$ cat src/rtl/bram_r1_w1_pipe.sv
// 1R/1W block RAM: RD_LATENCY-deep read pipeline, selectable collision mode, optional post-reset zero sweep.
// Read data appears RD_LATENCY cycles after acceptance; there is no backpressure, and requests are dropped while ready is low.
module bram_r1_w1_pipe #(
    parameter int ADDR_WIDTH     = 4,
    parameter int ELEMENT_WIDTH  = 16,
    parameter int RD_LATENCY     = 1,
    parameter int READ_FIRST     = 1,
    parameter int CLEAR_ON_RESET = 1
) (
    input  logic                     clk,
    input  logic                     rst,
    input  logic                     p0_addr_en,
    input  logic [ADDR_WIDTH-1:0]    p0_addr_data,
    input  logic                     p0_rd_en,
    output logic [ELEMENT_WIDTH-1:0] p0_rd_data,
    output logic                     p0_rd_valid,
    input  logic                     p1_addr_en,
    input  logic [ADDR_WIDTH-1:0]    p1_addr_data,
    input  logic                     p1_wr_en,
    input  logic [ELEMENT_WIDTH-1:0] p1_wr_data,
    output logic                     ready
);

    localparam int DEPTH = 1 << ADDR_WIDTH;

    typedef enum logic {ST_CLEAR = 1'b0, ST_READY = 1'b1} state_t;

    state_t                  state_q, state_d;
    logic [ADDR_WIDTH-1:0]   cnt_q, cnt_d;
    logic                    ready_q, ready_d;
    logic                    clr_we;

    logic [ELEMENT_WIDTH-1:0] mem [DEPTH];
    logic                     mem_we;
    logic [ADDR_WIDTH-1:0]    mem_waddr;
    logic [ELEMENT_WIDTH-1:0] mem_wdata;
    logic                     rd_acc, wr_acc, collide;

    logic [ELEMENT_WIDTH-1:0] pipe_dat_q [RD_LATENCY];
    logic [ELEMENT_WIDTH-1:0] pipe_dat_d [RD_LATENCY];
    logic [RD_LATENCY-1:0]    pipe_vld_q, pipe_vld_d;

    // State register
    always_ff @(posedge clk or negedge rst) begin
        if (!rst) begin
            state_q <= (CLEAR_ON_RESET != 0) ? ST_CLEAR : ST_READY;
            cnt_q   <= '0;
            ready_q <= 1'b0;
        end else begin
            state_q <= state_d;
            cnt_q   <= cnt_d;
            ready_q <= ready_d;
        end
    end

    // Next state: the sweep parks on the last address instead of wrapping
    always_comb begin
        state_d = state_q;
        cnt_d   = cnt_q;
        if (state_q == ST_CLEAR) begin
            if (cnt_q == {ADDR_WIDTH{1'b1}}) begin
                state_d = ST_READY;
            end else begin
                cnt_d = cnt_q + 1'b1;
            end
        end
    end

    // FSM outputs; ready is registered off the next state so it rises with the last clear write
    always_comb begin
        clr_we  = (state_q == ST_CLEAR);
        ready_d = (state_d == ST_READY);
    end

    assign ready = ready_q;

    always_comb begin
        rd_acc    = ready_q & p0_addr_en & p0_rd_en;
        wr_acc    = ready_q & p1_addr_en & p1_wr_en;
        collide   = (READ_FIRST == 0) && wr_acc && (p1_addr_data == p0_addr_data);
        mem_we    = clr_we | wr_acc;
        mem_waddr = clr_we ? cnt_q : p1_addr_data;
        mem_wdata = clr_we ? '0 : p1_wr_data;
    end

    // Array has no reset: contents survive an async reset until the sweep reaches them
    always_ff @(posedge clk) begin
        if (mem_we) begin
            mem[mem_waddr] <= mem_wdata;
        end
    end

    // Each stage only loads when a valid word moves in, so the output holds between results
    always_comb begin
        for (int i = 0; i < RD_LATENCY; i++) begin
            pipe_dat_d[i] = pipe_dat_q[i];
        end
        pipe_vld_d    = '0;
        pipe_vld_d[0] = rd_acc;
        if (rd_acc) begin
            pipe_dat_d[0] = collide ? p1_wr_data : mem[p0_addr_data];
        end
        for (int i = 1; i < RD_LATENCY; i++) begin
            pipe_vld_d[i] = pipe_vld_q[i-1];
            if (pipe_vld_q[i-1]) begin
                pipe_dat_d[i] = pipe_dat_q[i-1];
            end
        end
    end

    always_ff @(posedge clk or negedge rst) begin
        if (!rst) begin
            for (int i = 0; i < RD_LATENCY; i++) begin
                pipe_dat_q[i] <= '0;
            end
            pipe_vld_q <= '0;
        end else begin
            for (int i = 0; i < RD_LATENCY; i++) begin
                pipe_dat_q[i] <= pipe_dat_d[i];
            end
            pipe_vld_q <= pipe_vld_d;
        end
    end

    assign p0_rd_data  = pipe_dat_q[RD_LATENCY-1];
    assign p0_rd_valid = pipe_vld_q[RD_LATENCY-1];

endmodule

$ cat config.mk
export PLATFORM = sky130hd
export DESIGN_NAME = bram_r1_w1_pipe
export DESIGN_NICKNAME = d
export VERILOG_FILES = /design/src/rtl/bram_r1_w1_pipe.sv
export SDC_FILE = /design/constraint.sdc
export NUM_CORES = 1
export LEC_CHECK = 0
export ABC_AREA = 1
export BUFFER_PORTS_ARGS = -buffer_cell sky130_fd_sc_hd__buf_4
export CORE_ASPECT_RATIO = 0.75
export CORE_MARGIN = 10
export CORE_UTILIZATION = 41
export CTS_BUF_LIST = sky130_fd_sc_hd__clkbuf_4
export CTS_CLUSTER_DIAMETER = 50
export DETAILED_ROUTE_END_ITERATION = 16
export PLACE_DENSITY = 0.57
export SYNTH_ARGS = -nofsm -noshare
export SYNTH_HDL_FRONTEND = slang
export SYNTH_SLANG_ARGS = --single-unit
export TNS_END_PERCENT = 20
$ cat constraint.sdc
create_clock -name clk -period 3.8 [get_ports clk]
set_clock_uncertainty 0.1 [all_clocks]
set_input_delay 0.38 -clock clk [delete_from_list [all_inputs] [get_ports clk]]
set_output_delay 0.38 -clock clk [all_outputs]
set_load 0.005 [all_outputs]
# Word-level counts from Yosys, hierarchy flattened
# Memories as Yosys holds them, arrays and structs flattened. A register that Yosys moved wholly into a read port is not among the register bits.
# Cells that the tools add are included.
# totals
mem_bits_rw,256
reg_bits,6
n_memories,1
input_bits,30
output_inout_bits,18
elab_cells,21
# mem_list
memory,depth,word_bits,rd,rd_ports_with_merged_regs,write_ports,line,rtl
mem,16,16,1,1,1,33,logic [ELEMENT_WIDTH-1:0] mem [DEPTH];
# classes
n_addsub,1
n_eq_ne,1
n_mux,6
reduce_logical,2
bitwise_logic,7
# ops
operator,count
$mux 16,1
$add 4x1->4 const B,1
$and 1x1->1,4
$eq 4x4->1 const B,1
$mux 1,4
$mux 4,1
$not 1->1,2
$reduce_and 2->1,1
$logic_not 1->1,1
$or 1x1->1,1

# Logic depth before layout (Yosys ltp)
# Gate-level depths: netlist (run 1).
# logic_depth
word_depth,5
mapped_depth,11
ltp_nobuf,9

# Worst setup path after synthesis (run 1)
# Ideal clock, no wire load.
# synth_timing
kind,flip-flop to flip-flop
startpoint,"reg ready_q, in the netlist ready"
endpoint,"mem mem[0][0], enable pin"
t_arrival_ps,2191
n_path_buf,1
required_time_ps,3291
period_less_slack_ps,2701
slack_ps,1099
setup_time_ps,409
path_stages_with_launch,7
cell_sequence,dfrtp_1 buf_4 nor2_1 nor2_1 inv_1 nand2_2 nor3_1
# synth_via
elab_chain_cells,5
elab_cells_between_ends,7
classes_between,3 x mux; 4 x bitwise
# synth_rtl
element,line,rtl
from (decl),30,"logic ready_q, ready_d;"
from (signal assigned),52,ready_q <= ready_d;
$and 1x1->1 (2 in a row),79,wr_acc = ready_q & p1_addr_en & p1_wr_en;
$or 1x1->1,81,mem_we = clr_we | wr_acc;
$mux 1,88,if (mem_we) begin
$mux 1 (not written as such),89,mem[mem_waddr] <= mem_wdata;
to (decl),33,
# Several ways; a longest one is shown, not always the timed one.

# Worst setup path after layout (run 1)
# layout_timing
startpoint,"reg ready_q, in the netlist ready"
endpoint,"mem mem[15][8], enable pin"
# Same word-level chain as after synthesis.

==> summary.txt, run 1 <==
Outcome
  – Status: finished, final reports clean

Clock tree
  – Later-pin clock latency in the skew report: 700 ps
  – H-Tree Level Count: 3
  – Root Buffer: clkbuf_4
  – CTS tree: done
  – CTS buffer count: 68
  – Clock sink count: 278
  – Worst-path clk slew: 70 ps
  – Clk buf depth: 3

Drt
  – Routed vias: 7,479
  – Detail Route Antenna Nets: 0
  – Via density: 5.067
  – Final WL: 28,670 um
  – Wire length per cell: 19.42 um
  – TritonRoute pass-1 iters: 5
  – Iteration-0 DRC count of the detailed router: 539
  – # DRC: 0

Hold path
  – Min-Delay Path Class: input port to flop
  – HP Start: p0_addr_data[3]

Global routing
  – Number of global-route vias before repair: 7,575
  – First-pass GRT wire length: 44,510 um
  – Largest net degree at the start of global routing: 102
  – Overflow after GRT: 0
  – GR Util All Layers: 16.79%
  – Initial antenna violation count: 0

STA
  – Max-slew violations: 0
  – Slew @ Worst Pin: 1132 ps
  – Unrepaired setup endpoints after global routing: no
  – Final worst path period need: 2687 ps
  – Final Cycle Share: 70.70%
  – Setup ws final: 1113 ps
  – Final TNS setup: 0 ps
  – Fin. Hold Viols: 0
  – Rel. slew slack: 24.53%
  – Upper clock frequency limit: 372.2 MHz
  – Finish-stage setup viols: 0

Power
  – Internal power: 4.695 mW
  – Leak: 5.040 nW
  – P_sw: 1.471 mW
  – Seq pwr share: 55.0%
  – Switch share: 23.86%
  – Pwr per Cell Area: 479.4 nW/um^2
  – Part of the power in combinational logic: 7.2%
  – Clock network power share: 37.8%
  – Power, Total: 6.166 mW
  – Maximum vdd drop: 0.2106 mV

Place
  – RePlAce Congestion: 0.7886
  – Setup WS pre-CTS: 1067 ps
  – Detailed Place HPWL: 17,260 um
  – Port bufs: 47
  – Cells after DPL: 1,363

Worst setup path
  – Worst path top cell family by delay: simple AND/OR/NAND/NOR gates
  – CP max stage delay: 730 ps
  – CP required: 4000 ps
  – Startpoint types: flop
  – Crit path launch: ready
  – CP Buf/Inv Count: 3
  – CP max-delay cell: nor2_2
  – Reg2reg start: ready
  – Crit path kind: flop to flop
  – Crit path cell chain: buf_4 -> nor2_1 -> inv_1 -> o21ai_0 -> inv_1 -> nand3_1 -> nor2_2
  – Crit path max fanout: 18
  – Worst endpoint data arrival time: 2890 ps
  – Crit. End Element: flop
  – Most Frequent Cell on Critical Path: inv_1

Synthesis
  – Synthesis-stage register bit count: 278
  – Syn Nets: 1,032
  – Cell Area, Synth: 11,470 sq um
  – Predominant post-synthesis flop cell: edfxtp_1
  – Synth unique cells: 30
  – Fraction of registers with async set/reset: 7.914%
  – Synth Area per Inst: 11.46 sq um
  – Sequential share of the synthesized area: 71.79%
  – Cells after Synth: 1,001
  – Yosys warns: 0
  – Number of flops mapped to enable cells by yosys: 256

Layout
  – Most frequent cells in the layout: 407 x nand2_1, 256 x edfxtp_1, 195 x nand3_1, 99 x clkbuf_4, 66 x buf_4
  – # diodes: 0
  – Post-Layout Cell Count: 1,476
  – Layout cells sized above 1: 16.80%
  – Commonest non-fill, non-tap cell in the layout: nand2_1
  – Layout area overhead: 12.09%
  – Nets: 1,116

Die
  – Io pins: 48
  – Die area: 35,150 sq um
  – FP Rows: 52
  – Total core area: 27,260 sq um
  – Die Y: 164.9 um
  – Initial core utilization: 42.09%
  – Chip Width: 213.2 um

Flow run
  – Max cap viols: 0
==> timing repair <==
| action | CTS | global route |
|---|---|---|
| hold endpoints to repair | 22 | 0 |
| buffers inserted | 0 | 0 |
| hold buffers | 3 | 0 |
| resized for setup | 0 | 0 |
| setup endpoints to repair | 0 | 0 |
==> layer usage <==
layer / up-vias / track usage (%) / share of wire, %
met2: 205 / 25.90 / 47
met1: 3608 / 23.42 / 46
met4: 0 / 5.239 / 1.7
met3: 42 / 3.409 / 5.4
li1: 3624 / - / -
met5: - / 0 / 0
==> Yosys cell counts, types with 3 or more instances <==
library cell / number / area, sq um
buf_4: 6 / 45.04
nand3_1: 195 / 975.9
nand2_1: 407 / 1528
inv_1: 26 / 97.59
inv_2: 3 / 11.26
buf_2: 13 / 65.06
nor2_1: 17 / 63.81
edfxtp_1: 256 / 7687
buf_1: 3 / 11.26
buf_6: 23 / 259.0
clkbuf_1: 10 / 37.54
dfrtp_1: 22 / 550.5
==> cells by family (layout without fill, tap and decap cells) <==
group,count (synthesis),after routing,share of synthesized area [%]
AND/OR/NAND/NOR,629,629,23.00
flip-flops,278,278,71.79
buffers and inverters,85,209,4.623
AO/OA/AOI/OAI,6,6,0.3271
XOR/XNOR,2,2,0.1527
adder cells (fa/ha/maj),1,1,0.1090
==> power groups by stage <==
stage               Combinational (mW)  Clock, mW  Sequential, mW
detailed placement               0.446          0            3.46
CTS                              0.451       2.39            3.39
global placement                 0.444          0            3.46
finish                           0.442       2.33            3.39
global route                     0.493       2.55            3.40
floorplan                        0.266          0            3.46
==> final timing paths <==
check | endpoint | slack, ps | depth (start not counted)
max | mem[15][8] | 1110 | 7
min | p0_rd_data[2] | 80 | 5
max reg2reg | mem[15][8] | 1110 | 7
min reg2reg | p0_rd_data[9] | 390 | 2
max in group asynchronous | p0_rd_data[5] | 1940 | 4
min in group asynchronous | p0_rd_data[10] | 560 | 3
==> state kept, by name, indices dropped and copies added (netlist names) <==
register and count:
mem 256, ready 1, p0_rd_valid 1, p0_rd_data 16, cnt_q 4
==> metrics by stage <==
step / hold slack [ps] / cell area [sq um] / utilization (%)
detailed placement: 194.7 / 12050 / 44.19
finish: 78.01 / 12860 / 47.18
global placement: 192.9 / 12050 / 44.19
global route: 69.74 / 12860 / 47.18
CTS: 47.20 / 12860 / 47.18
floorplan: -15.59 / 11470 / -
==> worst reg2reg max path, stage by stage, from the launching register on <==
cell and delay (ps):
dfrtp_1 490, buf_4 280, nor2_1 100, inv_1 60
o21ai_0 150, inv_1 190, nand3_1 210, nor2_2 730
==> final cells by class <==
class                      instances  area, sq um
fill                            2548        14400
sequential                       278         8238
multi-input combinational        638         2759
clock buffer                      99        743.2
timing repair buffer              69        525.5
tap                              351        439.2
inverter                          30        115.1
clock inverter                    11        42.54
No activity file was read; power rests on OpenSTA's default activity.
==> run 2: changes to the inputs <==
==> constraint.sdc (replaced) <==
create_clock -name clk -period 2.6 [get_ports clk]
set_clock_uncertainty 0.1 [all_clocks]
set_input_delay 0.26 -clock clk [delete_from_list [all_inputs] [get_ports clk]]
set_output_delay 0.26 -clock clk [all_outputs]
set_load 0.005 [all_outputs]
==> summary.txt, run 2 (synthesis gave the netlist of run 1 again) <==
Drt
  – Via density: 5.032 (was 5.067)
  – Final WL: 29,200 um (was 28,670 um)
  – Wire length per cell: 19.34 um (was 19.42 um)
  – TritonRoute pass-1 iters: 5 (unchanged)
  – Routed vias: 7,599 (was 7,479)
  – # DRC: 0 (unchanged)
  – Iteration-0 DRC count of the detailed router: 806 (was 539)
  – Detail Route Antenna Nets: 0 (unchanged)

Flow run
  – Max cap viols: 0 (unchanged)

Clock tree
  – CTS buffer count: 69 (was 68)
  – Clk buf depth: 3 (unchanged)
  – H-Tree Level Count: 3 (unchanged)
  – Later-pin clock latency in the skew report: 700 ps (about the same)
  – Clock sink count: 278 (unchanged)
  – Root Buffer: clkbuf_4 (unchanged)
  – Worst-path clk slew: 70 ps (about the same)
  – Hold buffers post-CTS: 8 (was 3)
  – # resized after CTS: 0 (unchanged)
  – Setup bufs post-CTS: 0 (unchanged)
  – CTS tree: done (unchanged)

Hold path
  – HP Start: p1_wr_data[9] (was p0_addr_data[3])
  – Worst Hold End: mem[5][9] (was p0_rd_data[2])
  – Min-Delay Path Class: input port to flop (unchanged)
  – Min-Delay Path Depth: 4 (was 5)

Global routing
  – Overflow after GRT: 0 (unchanged)
  – GR Util All Layers: 16.86% (was 16.79%)
  – Number of global-route vias before repair: 7,622 (was 7,575)
  – First-pass GRT wire length: 44,860 um (was 44,510 um)
  – Largest net degree at the start of global routing: 129 (was 102)
  – Initial antenna violation count: 0 (unchanged)

Power
  – Leak: 5.257 nW (was 5.040 nW)
  – Pwr per Cell Area: 707.3 nW/um^2 (was 479.4 nW/um^2)
  – Maximum vdd drop: 0.4241 mV (was 0.2106 mV)

Outcome
  – Status: finished, final reports clean (unchanged)

Worst setup path
  – Most Frequent Cell on Critical Path: nand2_1 (was inv_1)
  – CP max-delay cell: dlygate4sd3_1 (was nor2_2)
  – Crit path kind: flop to flop (unchanged)
  – Worst R2R End: p0_rd_data[9] (was mem[15][8])
  – CP required: 3080 ps (was 4000 ps)
  – R2R depth: 6 (was 7)
  – Crit. End Element: flop (unchanged)
  – CP Buf/Inv Count: 3 (unchanged)
  – Worst endpoint data arrival time: 2760 ps (was 2890 ps)
  – CP max stage delay: 560 ps (was 730 ps)
  – Reg2Reg Setup Slack: 320 ps (was 1110 ps)
  – Crit path max fanout: 17 (was 18)
  – Worst path top cell family by delay: buffers and inverters (was simple AND/OR/NAND/NOR gates)
  – Reg2reg start: ready (unchanged)
  – Crit path cell chain: buf_4 -> nand3_2 -> clkinv_1 -> nand2_1 -> nand2_1 -> dlygate4sd3_1 (was buf_4 -> nor2_1 -> inv_1 -> o21ai_0 -> inv_1 -> nand3_1 -> nor2_2)
  – Startpoint types: flop (unchanged)

STA
  – Finish-stage setup viols: 0 (unchanged)
  – Final worst path period need: 2281 ps (was 2687 ps)
  – Fin. Hold Viols: 0 (unchanged)
  – Final Cycle Share: 87.73% (was 70.70%)
  – Upper clock frequency limit: 438.4 MHz (was 372.2 MHz)
  – Unrepaired setup endpoints after global routing: no (unchanged)
  – Max-slew violations: 0 (unchanged)
  – Worst Hold Slack: 40.42 ps (was 78.01 ps)
  – Slew @ Worst Pin: 1085 ps (was 1132 ps)
  – Final TNS setup: 0 ps (unchanged)
  – Rel. slew slack: 27.40% (was 24.53%)

Die
  – Die Y: 164.9 um (unchanged)
  – Chip Width: 213.2 um (unchanged)
  – Io pins: 48 (unchanged)
  – FP Rows: 52 (unchanged)
  – Total core area: 27,260 sq um (unchanged)
  – Initial core utilization: 42.09% (unchanged)
  – Die area: 35,150 sq um (unchanged)

Layout
  – Layout cells sized above 1: 19.07% (was 16.80%)
  – Max reg flops: 256 (unchanged)
  – Utilization after layout: 48.55% (was 47.18%)
  – Layout area overhead: 15.33% (was 12.09%)
  – Most frequent cells in the layout: 407 x nand2_1, 256 x edfxtp_1, 195 x nand3_1, 104 x clkbuf_4, 82 x buf_4 (was 407 x nand2_1, 256 x edfxtp_1, 195 x nand3_1, 99 x clkbuf_4, 66 x buf_4)
  – # diodes: 0 (unchanged)
  – Nets: 1,143 (was 1,116)
  – Reg with most FFs: mem (unchanged)
  – Commonest non-fill, non-tap cell in the layout: nand2_1 (unchanged)

Place
  – RePlAce Congestion: 0.8678 (was 0.7886)
  – Port bufs: 47 (unchanged)
  – Detailed Place HPWL: 18,170 um (was 17,260 um)
==> run 2: changes by cell type in the layout (fill, tap and decap cells not counted) <==
cell           delta
buf_4            +16
dlygate4sd3_1     +5
clkbuf_4          +5
bufinv_16         +2
buf_12            +5
inv_2             +4
clkinv_1          -3
==> run 2: power by group <==
group          switching, mW  leakage [nW]  internal [mW]
clock network           1.70         0.539           2.02
registers             0.0274          2.57           4.93
logic                  0.461          2.15          0.224
total                   2.18          5.26           7.18
==> run 2: worst max path at each step <==
stage	startpoint	to	slack, ps	cells after the start
CTS	ready	p0_rd_data[9]	320	6
detailed placement	ready	mem[10][2]	600	6
global placement	ready	mem[10][0]	630	7
finish	ready	p0_rd_data[9]	320	6
floorplan	ready	mem[0][0]	-100	6
global route	ready	p0_rd_data[9]	180	6
==> run 2: layer usage <==
| metal | global-route usage (%) | vias up | part of all wire [%] |
|---|---|---|---|
| met3 | 3.447 | 44 | 5.5 |
| met1 | 23.91 | 3646 | 48 |
| li1 | - | 3685 | - |
| met5 | 0 | - | 0 |
| met2 | 25.57 | 224 | 45 |
| met4 | 5.143 | 0 | 1.8 |
==> run 2: area by class of cell <==
class / count / area (sq um)
clock buffers: 104 / 780.7
clock inverters: 14 / 106.4
fillers: 2448 / 14030
inverters: 30 / 115.1
multi-input cells: 638 / 2759
flip-flops and latches: 278 / 8238
well taps: 351 / 439.2
repair buffers: 95 / 795.8
==> run 2: worst min-delay path, delay by kind of cell <==
kind                   cells  cell delay, ps
buffers and inverters      3             370
and+or+nand+nor            1              40
==> run 2: metrics by stage <==
step	worst slack, ps	instances	area [sq um]	power [mW]
after global routing	175.2	1510	13230	9.770
after detailed placement	602.8	1384	12270	5.738
after global placement	633.8	1384	12270	5.733
after floorplan	-100.5	1001	11470	5.440
after CTS	320.9	1510	13230	9.466
final	319.1	1510	13230	9.361
